<file path="config.mk">
export PLATFORM = sky130hd
export DESIGN_NAME = decode_stage_pipe
export DESIGN_NICKNAME = d
export VERILOG_FILES = /design/src/rtl/decode_stage_pipe.sv
export SDC_FILE = /design/constraint.sdc
export NUM_CORES = 1
export LEC_CHECK = 0
export CAP_MARGIN = 25
export CELL_PAD_IN_SITES_DETAIL_PLACEMENT = 1
export CELL_PAD_IN_SITES_GLOBAL_PLACEMENT = 1
export CORE_MARGIN = 1
export CORE_UTILIZATION = 30
export CTS_CLUSTER_DIAMETER = 80
export DETAILED_ROUTE_END_ITERATION = 8
export GPL_TIMING_DRIVEN = 0
export MAX_ROUTING_LAYER = met4
export PLACE_DENSITY = 0.84
export REMOVE_ABC_BUFFERS = 1
export SLEW_MARGIN = 0
export SYNTH_ARGS = -nofsm -noshare
export SYNTH_HDL_FRONTEND = slang
export SYNTH_SLANG_ARGS = --single-unit
</file>
<file path="constraint.sdc">
create_clock -name clk -period 3.6 [get_ports clk]
set_input_delay 1.08 -clock clk [delete_from_list [all_inputs] [get_ports clk]]
set_output_delay 1.08 -clock clk [all_outputs]
set_load 0.05 [all_outputs]
</file>
<file path="src/rtl/decode_stage_pipe.sv">
// Decode stage with registered ID/EX output: field split, bypassed operand read,
// control/immediate generation, load-use bubble insertion and a saturating bubble counter.
module decode_stage_pipe #(
    parameter int ADDR_SIZE  = 32,
    parameter int INSTR_SIZE = 32,
    parameter int REG_SIZE   = 32,
    parameter int REG_ADDR   = 5,
    parameter int CNT_W      = 16
) (
    input  logic                  clk,
    input  logic                  reset,
    input  logic                  in_valid,
    input  logic [ADDR_SIZE-1:0]  pc,
    input  logic [INSTR_SIZE-1:0] instruction,
    input  logic                  flush,
    input  logic                  hold,
    output logic [REG_ADDR-1:0]   src_reg1,
    output logic [REG_ADDR-1:0]   src_reg2,
    input  logic [REG_SIZE-1:0]   rin_reg1,
    input  logic [REG_SIZE-1:0]   rin_reg2,
    input  logic                  wb_we,
    input  logic [REG_ADDR-1:0]   wb_dst,
    input  logic [REG_SIZE-1:0]   wb_data,
    output logic                  stall,
    output logic                  out_valid,
    output logic [ADDR_SIZE-1:0]  out_pc,
    output logic [REG_SIZE-1:0]   rout_reg1,
    output logic [REG_SIZE-1:0]   rout_reg2,
    output logic [REG_ADDR-1:0]   dest_reg,
    output logic [ADDR_SIZE-1:0]  mimmediat,
    output logic                  regwrite,
    output logic                  memtoreg,
    output logic                  branch,
    output logic                  jump,
    output logic                  memwrite,
    output logic                  memread,
    output logic                  byteword,
    output logic                  alusrc,
    output logic [2:0]            aluop,
    output logic [CNT_W-1:0]      bubble_count
);

    typedef struct packed {
        logic       regwrite;
        logic       memtoreg;
        logic       branch;
        logic       jump;
        logic       memwrite;
        logic       memread;
        logic       byteword;
        logic       alusrc;
        logic [2:0] aluop;
    } ctrl_t;

    localparam logic [6:0] OP_ADD  = 7'h00;
    localparam logic [6:0] OP_SUB  = 7'h01;
    localparam logic [6:0] OP_MUL  = 7'h02;
    localparam logic [6:0] OP_LDB  = 7'h10;
    localparam logic [6:0] OP_LDW  = 7'h11;
    localparam logic [6:0] OP_STB  = 7'h12;
    localparam logic [6:0] OP_STW  = 7'h13;
    localparam logic [6:0] OP_MOV  = 7'h14;
    localparam logic [6:0] OP_BEQ  = 7'h30;
    localparam logic [6:0] OP_JUMP = 7'h31;

    logic [6:0]           opcode;
    logic [REG_ADDR-1:0]  dst_dec;
    logic [14:0]          imm_beq;
    logic [19:0]          imm_jmp;
    logic [14:0]          imm_def;
    logic [ADDR_SIZE-1:0] imm_dec;
    logic [REG_SIZE-1:0]  opnd1;
    logic [REG_SIZE-1:0]  opnd2;
    ctrl_t                ctrl_dec;
    ctrl_t                ctrl_q;
    logic                 loaduse;

    assign opcode   = instruction[31:25];
    assign src_reg1 = REG_ADDR'(instruction[19:15]);
    assign src_reg2 = REG_ADDR'(instruction[14:10]);
    assign dst_dec  = REG_ADDR'(instruction[24:20]);
    assign imm_beq  = {instruction[24:20], instruction[9:0]};
    assign imm_jmp  = {instruction[24:20], instruction[14:0]};
    assign imm_def  = instruction[14:0];

    always_comb begin
        ctrl_dec = '0;
        unique case (opcode)
            OP_ADD: begin ctrl_dec.regwrite = 1'b1; ctrl_dec.aluop = 3'd0; end
            OP_SUB: begin ctrl_dec.regwrite = 1'b1; ctrl_dec.aluop = 3'd1; end
            OP_MUL: begin ctrl_dec.regwrite = 1'b1; ctrl_dec.aluop = 3'd2; end
            OP_LDB, OP_LDW: begin
                ctrl_dec.regwrite = 1'b1;
                ctrl_dec.memtoreg = 1'b1;
                ctrl_dec.memread  = 1'b1;
                ctrl_dec.alusrc   = 1'b1;
                ctrl_dec.byteword = opcode[0];
            end
            OP_STB, OP_STW: begin
                ctrl_dec.memwrite = 1'b1;
                ctrl_dec.alusrc   = 1'b1;
                ctrl_dec.byteword = opcode[0];
            end
            OP_MOV: begin
                ctrl_dec.regwrite = 1'b1;
                ctrl_dec.alusrc   = 1'b1;
                ctrl_dec.aluop    = 3'd3;
            end
            OP_BEQ:  begin ctrl_dec.branch = 1'b1; ctrl_dec.aluop = 3'd1; end
            OP_JUMP: ctrl_dec.jump = 1'b1;
            default: ctrl_dec = '0;
        endcase
    end

    always_comb begin
        unique case (opcode)
            OP_BEQ:  imm_dec = {{(ADDR_SIZE-15){imm_beq[14]}}, imm_beq};
            OP_JUMP: imm_dec = {{(ADDR_SIZE-20){imm_jmp[19]}}, imm_jmp};
            default: imm_dec = {{(ADDR_SIZE-15){imm_def[14]}}, imm_def};
        endcase
    end

    // r0 is hardwired, so a matching writeback to r0 never needs a separate check
    always_comb begin
        opnd1 = rin_reg1;
        if (src_reg1 == '0)
            opnd1 = '0;
        else if (wb_we && wb_dst == src_reg1)
            opnd1 = wb_data;
        opnd2 = rin_reg2;
        if (src_reg2 == '0)
            opnd2 = '0;
        else if (wb_we && wb_dst == src_reg2)
            opnd2 = wb_data;
    end

    assign loaduse = in_valid & out_valid & ctrl_q.memread & (dest_reg != '0) &
                     ((dest_reg == src_reg1) | (dest_reg == src_reg2));
    assign stall   = ~flush & (hold | loaduse);

    always_ff @(posedge clk or negedge reset) begin
        if (!reset) begin
            out_valid    <= 1'b0;
            out_pc       <= '0;
            rout_reg1    <= '0;
            rout_reg2    <= '0;
            dest_reg     <= '0;
            mimmediat    <= '0;
            ctrl_q       <= '0;
            bubble_count <= '0;
        end else if (flush) begin
            out_valid <= 1'b0;
            ctrl_q    <= '0;
        end else if (!hold) begin
            if (loaduse) begin
                // bubble: data fields keep their last values
                out_valid <= 1'b0;
                ctrl_q    <= '0;
                if (bubble_count != '1)
                    bubble_count <= bubble_count + CNT_W'(1);
            end else begin
                out_valid <= in_valid;
                out_pc    <= pc;
                rout_reg1 <= opnd1;
                rout_reg2 <= opnd2;
                dest_reg  <= dst_dec;
                mimmediat <= imm_dec;
                ctrl_q    <= in_valid ? ctrl_dec : '0;
            end
        end
    end

    assign regwrite = ctrl_q.regwrite;
    assign memtoreg = ctrl_q.memtoreg;
    assign branch   = ctrl_q.branch;
    assign jump     = ctrl_q.jump;
    assign memwrite = ctrl_q.memwrite;
    assign memread  = ctrl_q.memread;
    assign byteword = ctrl_q.byteword;
    assign alusrc   = ctrl_q.alusrc;
    assign aluop    = ctrl_q.aluop;

endmodule

</file>
After elaboration in Yosys (flattened, before gate mapping)
Index checks and enable logic that the tools add are counted.
{ "classes": {"n_reduce_logical": 14, "addsub": 1, "n_eq_ne": 15, "n_div": 0, "n_mux": 20, "n_shift": 0, "bitwise": 10, "mul": 0, "magnitude_cmp": 0} }
{ "op_table": {"columns": ["operator", "count"], "rows": [
  ["$mux W32", 4],
  ["$pmux W32 S2", 1],
  ["$mux W11", 4],
  ["$eq A7 B5 Y1 const B", 5],
  ["$eq A5 B5 Y1", 4],
  ["$add A16 B1 Y16 const B", 1],
  ["$ne A16 B16 Y1 const B", 1],
  ["$eq A7 B6 Y1 const B", 2],
  ["$logic_not A5 Y1", 2],
  ["$mux W1", 10],
  ["$eq A7 B1 Y1 const B", 1],
  ["$eq A7 B2 Y1 const B", 1],
  ["$logic_not A7 Y1", 1],
  ["$pmux W2 S3", 1],
  ["$reduce_or A2 Y1", 3],
  ["$reduce_or A6 Y1", 1],
  ["$and A1 B1 Y1", 5],
  ["$reduce_bool A5 Y1", 1],
  ["$reduce_or A5 Y1", 1],
  ["$reduce_and A4 Y1", 1],
  ["$reduce_or A4 Y1", 1],
  ["$not A1 Y1", 3],
  ["$reduce_and A3 Y1", 1],
  ["$logic_and A1 B1 Y1", 2],
  ["2 further kinds", 3]
]} }
{ "totals": {"mem_bits_rw": 0, "latch_bits": 0, "memories": 0, "inputBits": 171, "reg_bits": 161, "romBits": 0, "wordCells": 76} }

Depth between registers and ports, before layout
{ "logic_depth": {"depth_word": 7, "depth_mapped": 8, "depth_no_buf": 7} }

Least setup slack after synthesis
Ideal clock, no wire load.
{ "synth_path": {"path_kind": "input port to output port", "from": "input instruction[17]", "to": "output stall", "stages": 7, "arrival_ns": 2.931, "path_buffers": 2, "required_time_ns": 2.520, "slack_ns": -0.411, "cell_sequence": "xor2_1 > nor3_1 > a22oi_1 > or2_2 > buf_2 > buf_2 > a21oi_1"} }
{ "synth_via": {"elab_chain_len": 5} }
{ "synth_rtl": {"columns": ["element", "line", "text"], "rows": [
  ["start, declared", "14", "input logic [INSTR_SIZE-1:0] instruction,"],
  ["$eq A5 B5 Y1", "138", "((dest_reg == src_reg1) | (dest_reg == src_reg2));"],
  ["$or A1 B1 Y1", "138", null],
  ["$and A1 B1 Y1", "137", "assign loaduse = in_valid & out_valid & ctrl_q.memread & (dest_reg != '0) &"],
  ["$or A1 B1 Y1", "139", "assign stall = ~flush & (hold | loaduse);"],
  ["$and A1 B1 Y1", "139", null],
  ["end, declared", "24", "output logic stall,"]
]} }
Every way passes these cells.

Worst setup path in the final report
{ "layout_path": {"from": "input instruction[19]", "to": "output stall"} }
The elaborated chain is that of the path after synthesis.

==> metrics.txt <==
Max clock buf depth=2; clk slew on worst S/H paths=0.06 ns; Static Leak=0.00450 µW; number of synthesized register bits=147; Netlist cell types=38; average wire per standard cell=19.1 µm; top sig layer=met4; Arrival @ worst endpoint=2.45 ns; initial core utilization=30.8%; Post-synth EDFFs=0; pin count of the biggest net entering global routing=84; CTS tree=built; RSZ-0062 raised after global routing=no; H-tree depth=4; ys async rst share=100%; Root Driver=clkbuf_16; post-DP HPWL=17600 µm; Setup CP Type=in2out; Core Util, Final=49.4%; Worst slew margin=48.4%; Power Density=491 nW/µm²; initial antenna violation count=0; final worst path period need=3.53 ns; DRC errors left=0; synth warn=0; Setup TNS=0 ns; total CTS buffers=17; post-route ant nets=0; Post-Route M1 WL=10000 µm; Startpoint Class=input port; Critical Path Fanout Max=4; Max VDD drop=0.000262 V; DR pass1 iterations=4; Fin. Hold Viols=0; placed cell count=1218; clock tree sinks=147; Iter 0 DRT Violations=237; synthesized area=7040 µm²; cts hold-fix bufs=0; Port Buffers=341; sequential cell area fraction in the yosys report=52.3%; Worst Path Required=2.52 ns; vias in the first global route=6494; Synth Flop Type=dfrtp_1; hold slack final=0.474 ns; Final Max Tran Viols=0; die height=155 µm; register area=3680 µm²; Clk Latency, worst-skew pair=0.42 ns; DIE AREA=24100 µm²; endpoint type of the worst setup path=primary output; critical path cell sequence=clkdlybuf4s15_2, xor2_1, nor3_2, a22oi_2, or2_4, a21oi_4, buf_6; gpl congestion=0.738; global-route wire length before repair=36700 µm; # Max-Cap Violations=0; Layout Skew=0.0119 ns; Max stage delay on crit path=0.27 ns; Area growth syn-to-layout=60.5%; number of I/O pins=343; Post-Layout Cell Count=1252; WL met2=11800 µm; grt ovf=0; n_diodes=0; Worst path slowest cell=or2_4; NumNets Final=1098; post-route cell area=11300 µm²; Avg Cell Area, Syn=11.4 µm²; Cell Rows=55; endpoints failing setup=0; Via-to-Cell Ratio=4.79; status=completed; Placed Area=10700 µm²; Post-Syn Instances=619; Min-Delay Path Class=reg2reg; maximum clock frequency=0.283 GHz; biggest regs=out_pc x32, rout_reg1 x32, rout_reg2 x32; Die Wd=155 µm; via count=5997; Filler cells=2445; Multi-input gate area=3000 µm²; Routed Wire Length=24000 µm; ratio of cells with drive above 1 in the final layout=12.0%; Tcrit/Tclk final=98.1%; Slew @ Worst Pin=0.771 ns; routed wl met3=1810 µm; CORE AREA=22800 µm²; total track usage=20.5%
[Yosys cell counts, types with 2 or more instances]
cell type / instances / area share, %
nand4_1: 10 / 0.89
o31ai_1: 65 / 6.9
inv_1: 4 / 0.21
and3_1: 5 / 0.44
and4_1: 2 / 0.25
or4_1: 3 / 0.32
mux2i_1: 69 / 9.8
mux2_2: 47 / 7.5
nor2_1: 23 / 1.2
a21oi_1: 9 / 0.64
buf_6: 6 / 0.96
xnor2_1: 13 / 1.6
nor3b_1: 2 / 0.21
nor4_1: 2 / 0.18
a32oi_1: 6 / 0.75
nand3_1: 7 / 0.50
clkbuf_1: 16 / 0.85
xor2_1: 23 / 2.9
o21ai_0: 14 / 1.0
nor3_1: 4 / 0.28
a22oi_1: 3 / 0.32
dfrtp_1: 147 / 52
buf_2: 16 / 1.1
buf_4: 25 / 2.7
buf_1: 2 / 0.11
nand2_1: 83 / 4.4
nor2b_1: 2 / 0.18
[final timing paths]
| check | from | to | slack [ns] | depth (start not counted) |
|---|---|---|---|---|
| max | instruction[19] | stall | 0.07 | 7 |
| min reg2reg | rout_reg1[9]$_DFFE_PN0P_ | rout_reg1[9]$_DFFE_PN0P_ | 0.47 | 2 |
| min in group asynchronous | reset | rout_reg1[18]$_DFFE_PN0P_ | 0.66 | 1 |
| min | rout_reg1[9]$_DFFE_PN0P_ | rout_reg1[9]$_DFFE_PN0P_ | 0.47 | 2 |
| max in group asynchronous | reset | mimmediat[13]$_DFFE_PN0P_ | 2.06 | 2 |
| max reg2reg | dest_reg[0]$_DFFE_PN0P_ | out_pc[6]$_DFFE_PN0P_ | 0.63 | 9 |
[cell families after synthesis]
kind of cell | after synthesis | synth area share (%)
AOI/OAI and AO/OA | 100 | 10.1
adders and majority gates | 1 | 0.178
muxes | 116 | 17.3
DFF | 147 | 52.3
other | 1 | 0.0533
xor gates and xnor gates | 36 | 4.48
buffers and inverters | 69 | 5.94
and+or+nand+nor | 149 | 9.64
[stage by stage]
step,power (µW),setup slack [ns]
final,5540,0.0669
after global routing,5770,0.00899
after CTS,5610,0.00474
after detailed placement,3820,-1.38
after global placement,3780,-5.51
after floorplan,2990,-2.55
[routing by layer]
layer	global-route usage (%)	vias to the layer above
met5	-	-
met4	5.99	0
met3	5.91	28
met2	34.4	252
met1	23.8	2916
li1	-	2801
[cell usage in the layout, fill, tap and decap left out, drive strengths merged, types with 5 or more instances in the layout]
cell	instances
mux2i	69
nand3	7
nand4	10
nand2	83
mux2	47
o31ai	65
clkdlybuf4s15	6
nor2	23
a32oi	6
dfrtp	147
a21oi	9
o21ai	15
and3	5
clkbuf	22
xor2	23
xnor2	13
buf	16
clkinvlp	5
inv	9
clkdlybuf4s50	328
[critical path, delay by kind of cell]
family | cells | cell delay [ns]
buffers and inverters | 2 | 0.41
and+or+nand+nor | 2 | 0.48
AOI/OAI and AO/OA | 2 | 0.28
xor gates and xnor gates | 1 | 0.19
[what timing repair did]
item,4_1_cts,5_1_grt
gates cloned,0,0
pin swaps,5,1
resized for setup,40,8
setup buffers,2,0
setup endpoints to repair,20,2
[power breakdown]
group	switching [µW]	internal [µW]
Sequential	117	1840
Clock	752	1000
Combinational	1140	686
Total	2010	3530
[cell type report]
| type | count | share of cell area (%) |
|---|---|---|
| clock buffers | 20 | 4.04 |
| clock inverters | 12 | 1.06 |
| inverters | 4 | 0.133 |
| multi-input cells | 403 | 26.6 |
| flip-flops and latches | 147 | 32.6 |
| well taps | 313 | 3.47 |
| repair buffers | 353 | 32.1 |
Note: power is estimated with default switching activity, not from simulation.
